`src/rtl/l2_alloc_ctrl.sv`:
```
// l2_alloc_ctrl: allocation/replacement controller in front of the L2 tag array
module l2_alloc_ctrl #(
    parameter int TL_AW = 28
) (
    input  logic             l2_clock_i,
    input  logic             l2_resetn_i,
    input  logic             req_valid_i,
    output logic             req_ready_o,
    input  logic [TL_AW-8:0] req_line_i,
    input  logic             req_inv_i,
    output logic [TL_AW-8:0] lookup_line_o,
    input  logic [3:0]       tag_set_bitvec_i,
    input  logic [3:0]       tag_total_match_i,
    input  logic             tag_valid_i,
    input  logic [1:0]       tag_set_enc_i,
    output logic [TL_AW-8:0] ins_line_o,
    output logic [1:0]       ins_way_o,
    output logic             ins_o,
    output logic             ins_present_o,
    output logic             fill_valid_o,
    input  logic             fill_ready_i,
    output logic [TL_AW-8:0] fill_line_o,
    output logic [1:0]       fill_way_o,
    output logic             fill_victim_valid_o,
    input  logic             fill_done_i,
    output logic             resp_valid_o,
    input  logic             resp_ready_i,
    output logic             resp_hit_o,
    output logic [1:0]       resp_way_o
);
    localparam int LW = TL_AW - 7;

    typedef enum logic [2:0] {
        INIT, IDLE, LOOKUP, FILL_REQ, FILL_WAIT, INSERT, RESP
    } state_e;

    state_e        state_q, state_d;
    logic [9:0]    cnt_q, cnt_d;
    logic [LW-1:0] line_q, line_d;
    logic          inv_q, inv_d;
    logic          hit_q, hit_d;
    logic          vv_q, vv_d;
    logic [1:0]    way_q, way_d;
    logic [2:0]    plru_q [256];
    logic [2:0]    plru_cur, plru_new;
    logic [1:0]    plru_way, plru_vic, vic_way;
    logic          plru_we;
    logic          hit;
    logic          run;

    assign run      = l2_resetn_i;
    assign hit      = tag_valid_i && |tag_total_match_i;
    assign plru_cur = plru_q[line_q[7:0]];
    assign plru_vic = plru_cur[0] ? {1'b1, plru_cur[2]} : {1'b0, plru_cur[1]};
    assign plru_new = plru_way[1] ? {~plru_way[0], plru_cur[1], 1'b0}
                                  : {plru_cur[2], ~plru_way[0], 1'b1};
    assign vic_way  = !tag_set_bitvec_i[0] ? 2'd0 :
                      !tag_set_bitvec_i[1] ? 2'd1 :
                      !tag_set_bitvec_i[2] ? 2'd2 :
                      !tag_set_bitvec_i[3] ? 2'd3 : plru_vic;

    // Next-state logic: sweep, lookup decision, fill handshake, insert and response
    always_comb begin
        state_d  = state_q;
        cnt_d    = cnt_q;
        line_d   = line_q;
        inv_d    = inv_q;
        hit_d    = hit_q;
        way_d    = way_q;
        vv_d     = vv_q;
        plru_we  = 1'b0;
        plru_way = way_q;
        case (state_q)
            INIT: begin
                cnt_d   = cnt_q + 10'd1;
                state_d = (cnt_q == 10'd1023) ? IDLE : INIT;
            end
            IDLE: if (req_valid_i) begin
                line_d  = req_line_i;
                inv_d   = req_inv_i;
                state_d = LOOKUP;
            end
            LOOKUP: if (hit) begin
                hit_d    = 1'b1;
                way_d    = tag_set_enc_i;
                plru_we  = ~inv_q;
                plru_way = tag_set_enc_i;
                state_d  = inv_q ? INSERT : RESP;
            end else if (inv_q) begin
                hit_d   = 1'b0;
                way_d   = 2'd0;
                state_d = RESP;
            end else begin
                hit_d   = 1'b0;
                way_d   = vic_way;
                vv_d    = &tag_set_bitvec_i;
                state_d = FILL_REQ;
            end
            FILL_REQ:  if (fill_ready_i) state_d = FILL_WAIT;
            FILL_WAIT: if (fill_done_i) state_d = INSERT;
            INSERT: begin
                plru_we = ~inv_q;
                state_d = RESP;
            end
            RESP:      if (resp_ready_i) state_d = IDLE;
            default:   state_d = INIT;
        endcase
    end

    // Control state registers; reset restarts the sweep and abandons any fill
    always_ff @(posedge l2_clock_i) begin
        if (!l2_resetn_i) begin
            state_q <= INIT;
            cnt_q   <= '0;
            line_q  <= '0;
            inv_q   <= 1'b0;
            hit_q   <= 1'b0;
            way_q   <= '0;
            vv_q    <= 1'b0;
        end else begin
            state_q <= state_d;
            cnt_q   <= cnt_d;
            line_q  <= line_d;
            inv_q   <= inv_d;
            hit_q   <= hit_d;
            way_q   <= way_d;
            vv_q    <= vv_d;
        end
    end

    // PLRU storage: cleared set-by-set during the sweep, updated on hit or insert
    always_ff @(posedge l2_clock_i) begin
        if (l2_resetn_i && state_q == INIT) plru_q[cnt_q[9:2]] <= '0;
        else if (l2_resetn_i && plru_we) plru_q[line_q[7:0]] <= plru_new;
    end

    // Outputs decoded from state; everything is forced quiet while reset is held
    always_comb begin
        lookup_line_o       = line_q;
        req_ready_o         = run && state_q == IDLE;
        ins_o               = run && (state_q == INIT || state_q == INSERT);
        ins_present_o       = run && state_q == INSERT && !inv_q;
        ins_line_o          = !run ? '0 :
                              state_q == INIT ? {{(LW-8){1'b0}}, cnt_q[9:2]} :
                              state_q == INSERT ? line_q : '0;
        ins_way_o           = !run ? '0 :
                              state_q == INIT ? cnt_q[1:0] :
                              state_q == INSERT ? way_q : '0;
        fill_valid_o        = run && state_q == FILL_REQ;
        fill_line_o         = fill_valid_o ? line_q : '0;
        fill_way_o          = fill_valid_o ? way_q : '0;
        fill_victim_valid_o = fill_valid_o && vv_q;
        resp_valid_o        = run && state_q == RESP;
        resp_hit_o          = resp_valid_o && hit_q;
        resp_way_o          = resp_valid_o ? way_q : '0;
    end
endmodule

```
`config.mk`:
```
export PLATFORM = sky130hd
export DESIGN_NAME = l2_alloc_ctrl
export DESIGN_NICKNAME = d
export VERILOG_FILES = /design/src/rtl/l2_alloc_ctrl.sv
export SDC_FILE = /design/constraint.sdc
export NUM_CORES = 1
export LEC_CHECK = 0
export BUFFER_PORTS_ARGS = -buffer_cell sky130_fd_sc_hd__buf_2
export CAP_MARGIN = 10
export CORE_ASPECT_RATIO = 1.75
export CORE_MARGIN = 2
export CORE_UTILIZATION = 35
export DETAILED_ROUTE_END_ITERATION = 6
export PLACE_DENSITY_LB_ADDON = 0.3
export SLEW_MARGIN = 20
export SYNTH_ARGS = -nofsm -noshare
export SYNTH_HDL_FRONTEND = slang
export SYNTH_SLANG_ARGS = --single-unit
```
`constraint.sdc`:
```
create_clock -name l2_clock_i -period 17 [get_ports l2_clock_i]
set_input_delay 1.7 -clock l2_clock_i [delete_from_list [all_inputs] [get_ports l2_clock_i]]
set_output_delay 1.7 -clock l2_clock_i [all_outputs]
set_load 0.05 [all_outputs]
```
Word-level counts from Yosys, hierarchy flattened
Memory sizes are Yosys's and may differ from the RTL's. A register that Yosys moved wholly into a read port is not among the register bits.
Index checks and enable logic that the tools add are counted.
{"block": "classes", "reduce_logical": 20, "eq_ne": 11, "addsub": 1, "bitwise_logic": 3, "muxes": 41}
{"operator": "$mux W21", "count": 4}
{"operator": "$mux W2", "count": 15}
{"operator": "$mux W3", "count": 8}
{"operator": "$mux W8", "count": 3}
{"operator": "$pmux W3 S7", "count": 1}
{"operator": "$logic_and A1 B1 Y1", "count": 11}
{"operator": "$add A10 B1 Y10 const B", "count": 1}
{"operator": "$eq A10 B10 Y1 const B", "count": 1}
{"operator": "$eq A3 B3 Y1 const B", "count": 3}
{"operator": "$mux W1", "count": 9}
{"operator": "$ne A2 B2 Y1 const B", "count": 4}
{"operator": "$reduce_and A4 Y1", "count": 2}
{"operator": "$eq A3 B2 Y1 const B", "count": 2}
{"operator": "$reduce_or A4 Y1", "count": 1}
{"operator": "$eq A3 B1 Y1 const B", "count": 1}
{"operator": "$logic_not A3 Y1", "count": 1}
{"operator": "$not A1 Y1", "count": 3}
{"operator": "$reduce_and A3 Y1", "count": 1}
{"operator": "$reduce_or A3 Y1", "count": 1}
{"operator": "$pmux W1 S2", "count": 1}
{"operator": "$reduce_and A2 Y1", "count": 1}
{"operator": "$logic_not A1 Y1", "count": 1}
{"operator": "$logic_or A1 B1 Y1", "count": 1}
{"block": "word_totals", "inputBits": 39, "mem_count": 1, "out_inout_bits": 76, "ff_bits": 39, "mem_bits_rw": 768, "word_cells": 84}
{"name": "plru_q", "depth": 256, "word_bits": 3, "rd": 1, "rd_ports_with_merged_regs": 1, "write_ports": 1, "line": "44", "text": "logic [2:0] plru_q [256];"}

Longest topological paths before layout
{"block": "depth", "depth_word": 10, "mapped_depth": 12, "depth_no_buf": 8}

Worst setup path before layout
OpenSTA, ideal clock, no wires.
{"block": "synth_timing", "kind": "input port to flip-flop", "start": "in l2_resetn_i", "end": "mem plru_q[0][0], data pin", "required_ps": 15611, "stages": 6, "setup_slack_ps": 6508, "n_path_buf": 1, "arrival_time_ps": 9103, "setup_time_ps": 1389, "cell_sequence": "nand2_1 > or2_1 > nor2_1 > a31oi_1 > clkbuf_1 > nor2_1"}
{"block": "synth_via", "elab_chain_len": 6, "elab_cells_between_ends": 7, "cone_classes": "4 x mux; 3 x reduce/logical"}
{"element": "from (decl)", "line": "6", "text": "input logic l2_resetn_i,"}
{"element": "$logic_and A1 B1 Y1", "line": "134", "text": "else if (l2_resetn_i && plru_we) plru_q[line_q[7:0]] <= plru_new;"}
{"element": "$mux W1", "line": "134"}
{"element": "$mux W1 *", "line": "133", "text": "if (l2_resetn_i && state_q == INIT) plru_q[cnt_q[9:2]] <= '0;"}
{"element": "$mux W1 (not written as such) *", "line": "134"}
{"element": "$reduce_or A3 Y1 (no source line) *"}
{"element": "$mux W3 (no source line) *"}
{"element": "to (decl)", "line": "44"}
Every way passes the cells marked *; elsewhere a longest branch is shown, timed or not.

==> flow_summary.yaml <==
status:
  status: "finished, final reports clean"
synthesis:
  ys_ff_latch: 815
  yosys.area.top_type: "edfxtp_1"
  netlist_top_cells_area: "edfxtp_1 70%, mux4_2 13%, nor2_1 3.1%"
  synth_xor_area_frac: 0.00212
  avgSynthCellArea_sq_um: 17.4
  muxShareOfSynthArea: 0.145
  synthCells: 1905
  ys_seq_area_frac: 0.725
  yosys_warnings: 0
  yosysTopAreaCellShare: 0.696
  async_reset_ff_frac: 0
  synth-main-ff-cell: "edfxtp_1"
  synth-compound-area-share: 0.0371
  synth_area_sq_mm: 0.0331
  yosys.area_share.simple: 0.0724
  synth_adder_area_share: 0.00189
  synthesis.nets: 1949
  netlist-cell-type-count: 61
  synth_edf_count: 768
  synth_top_family_by_area: "multiplexers"
place:
  gp_congestion: 0.845
  dpl_cell_area_sq_mm: 0.0351
  portBuffers: 114
  dp_hpwl_mm: 58.9
  pre_cts_ws_ns: 10.86
critical_path:
  crit_type: "flip-flop to flip-flop"
  cp.depth: 12
  cp.buffers_inverters: 4
  cp_slowest_cell: "buf_4"
  critPathMostFrequentCell: "buf_4"
  worstPathCellList: "buf_4, buf_12, nand2b_1, o221ai_1, a21oi_1, o311ai_1, o2111ai_1, o211ai_1, mux2i_1, nor2_4, buf_4, buf_4"
  crit_path_start_kind: "flip-flop"
  crit_arrival_ns: 6.41
  crit_path_max_incr_delay_ns: 0.88
  cp_top_family: "buffers and inverters"
  worstPathMaxFanout: 100
  endpoint_kind: "flip-flop"
  rr_worst_depth: 12
  crit_required_ns: 17.28
timing:
  fin_crit_sh: 0.360
  timing.fmax_ghz: 0.163
  hold_viol: 0
  finClkSkew_ns: 0.0335
  worst_pin_slew_ns: 1.22
  finalSetupViolations: 0
  worst_slack_ns: 10.87
  drv_slew: 0
  min_period_ns: 6.13
  tns_ns: 0
  slew_headroom: 0.179
  grt_setup_unrepaired: "false"
route:
  drt_iter0_drc: 1541
  vias: 17900
  firstDrtPassIters: 5
  post_drt_wl_per_cell_um: 27.5
  drc: 0
  drtAntennaViolNets: 0
  drt-vias-per-instance: 5.48
  drt_wl_total_mm: 90.0
layout:
  final_common_cell: "edfxtp_1"
  nets: 2054
  multi_input_area_sq_mm: 0.00864
  finalInstanceArea_sq_mm: 0.0374
  drive_above_1_share: 0.239
  fillers: 8577
  area_delta_synth_final_pct: 13.0
  ff_latch_area_sq_mm: 0.0240
  mostFrequentLayoutCells: "768 x edfxtp_1, 273 x nor2_1, 198 x mux4_2"
worst_hold_path:
  hold_path_startpoint: "lookup_line_o[13]"
  hold_depth: 2
  hold_path.class: "flip-flop to flip-flop"
power_and_ir_drop:
  power_density_mw_per_mm2: 118
  irDropWorstVdd_mv: 0.0763
  static-leakage-power_nw: 12.0
clock_network:
  holdBufCountCts: 0
  htreeDepth: 3
  cts_tree: "yes"
  cts_resized: 0
  cts_buffers: 71
  postCtsSetupBuffers: 0
  cts_sinks: 815
  clock_path_buffers: 3
  clkTransAtPathRegs_ns: 0.07
  clk_latency_ns: 0.64
  clock_tree.root_cell: "clkbuf_16"
job:
  maxCapViolations: 0
floorplanning:
  rows: 149
  die_w_um: 237
  die-area_sq_mm: 0.0972
  ios: 115
  core_sq_mm: 0.0940
  start_util: 0.353
  dieHeight_um: 411
grt:
  grt_max_degree: 113
  gr-total-overflow: 0
  antenna_found_initial: 0
  grtUsageTotal: 0.186
  grt_first_pass_wirelength_mm: 131
  first_global_vias: 19300
==> Yosys cell counts (all sizes together), types with 12 or more instances <==
cell and n:
edfxtp 768, nor2 277, mux4 198, nand2 117
clkbuf 76, and2 55, dfxtp 47, a22oi 44
buf 44, nand3 32, a21oi 30, mux2i 26
a21boi 25, nand3b 15, o21ai 12
==> power by group <==
group          switching, mW  total (mW)  internal [mW]
registers             0.0307        2.28           2.25
logic                  0.339       0.495          0.156
clock network          0.737        1.64          0.903
==> flip-flops by register name, indices dropped and copies added, names as in the netlist, named ones only <==
| register | count |
|---|---|
| state_q | 3 |
| hit_q | 1 |
| cnt_q | 10 |
| way_q | 2 |
| inv_q | 1 |
| plru_q | 768 |
| vv_q | 1 |
| lookup_line_o | 21 |
==> final cells by class <==
class | count | share of cell area
Sequential cell | 815 | 0.641
Multi-Input combinational cell | 960 | 0.231
Clock buffer | 83 | 0.0509
Tap cell | 1208 | 0.0404
Timing Repair Buffer | 152 | 0.0241
Clock inverter | 48 | 0.0113
Inverter | 10 | 0.00100
Antenna cell | 1 | 0.0000669
==> cells by family after synthesis <==
logic type | after synthesis
flip-flops | 815
AND/OR/NAND/NOR | 545
multiplexers | 231
AO/OA/AOI/OAI | 171
buffers and inverters | 130
XOR/XNOR | 8
adder cells (fa/ha/maj) | 5
==> worst reg2reg max path, stage by stage, from the launching register on <==
cell       delay, ns
dfxtp_4         0.70
buf_4           0.78
buf_12          0.57
nand2b_1        0.34
o221ai_1        0.25
a21oi_1         0.10
o311ai_1        0.30
o2111ai_1       0.40
o211ai_1        0.42
mux2i_1         0.17
nor2_4          0.12
buf_4           0.63
buf_4           0.89
==> per-stage QoR <==
stage                      util  instances  hold slack, ns  power (mW)
after floorplan               -       1905           0.470        2.65
after global placement    0.373       3144           0.479        2.82
after detailed placement  0.373       3144           0.492        2.82
after CTS                 0.398       3275           0.503        4.44
after global routing      0.398       3276           0.529        4.54
final                     0.398       3277           0.503        4.41
==> layer usage <==
metal,routed length [um],global-route usage,vias up,share of wire
li1,-,-,7716,-
met1,30300,0.193,9341,0.34
met2,49600,0.352,677,0.55
met3,4360,0.0259,213,0.048
met4,5700,0.114,0,0.063
met5,0,0,-,0
==> final timing paths <==
kind | endpoint | slack, ns
setup / recovery | plru_q[28][2] | 10.87
hold / removal | lookup_line_o[13] | 0.50
setup reg to reg | plru_q[28][2] | 10.87
hold reg to reg | lookup_line_o[13] | 0.50
Power figures use the tool's default switching activity.
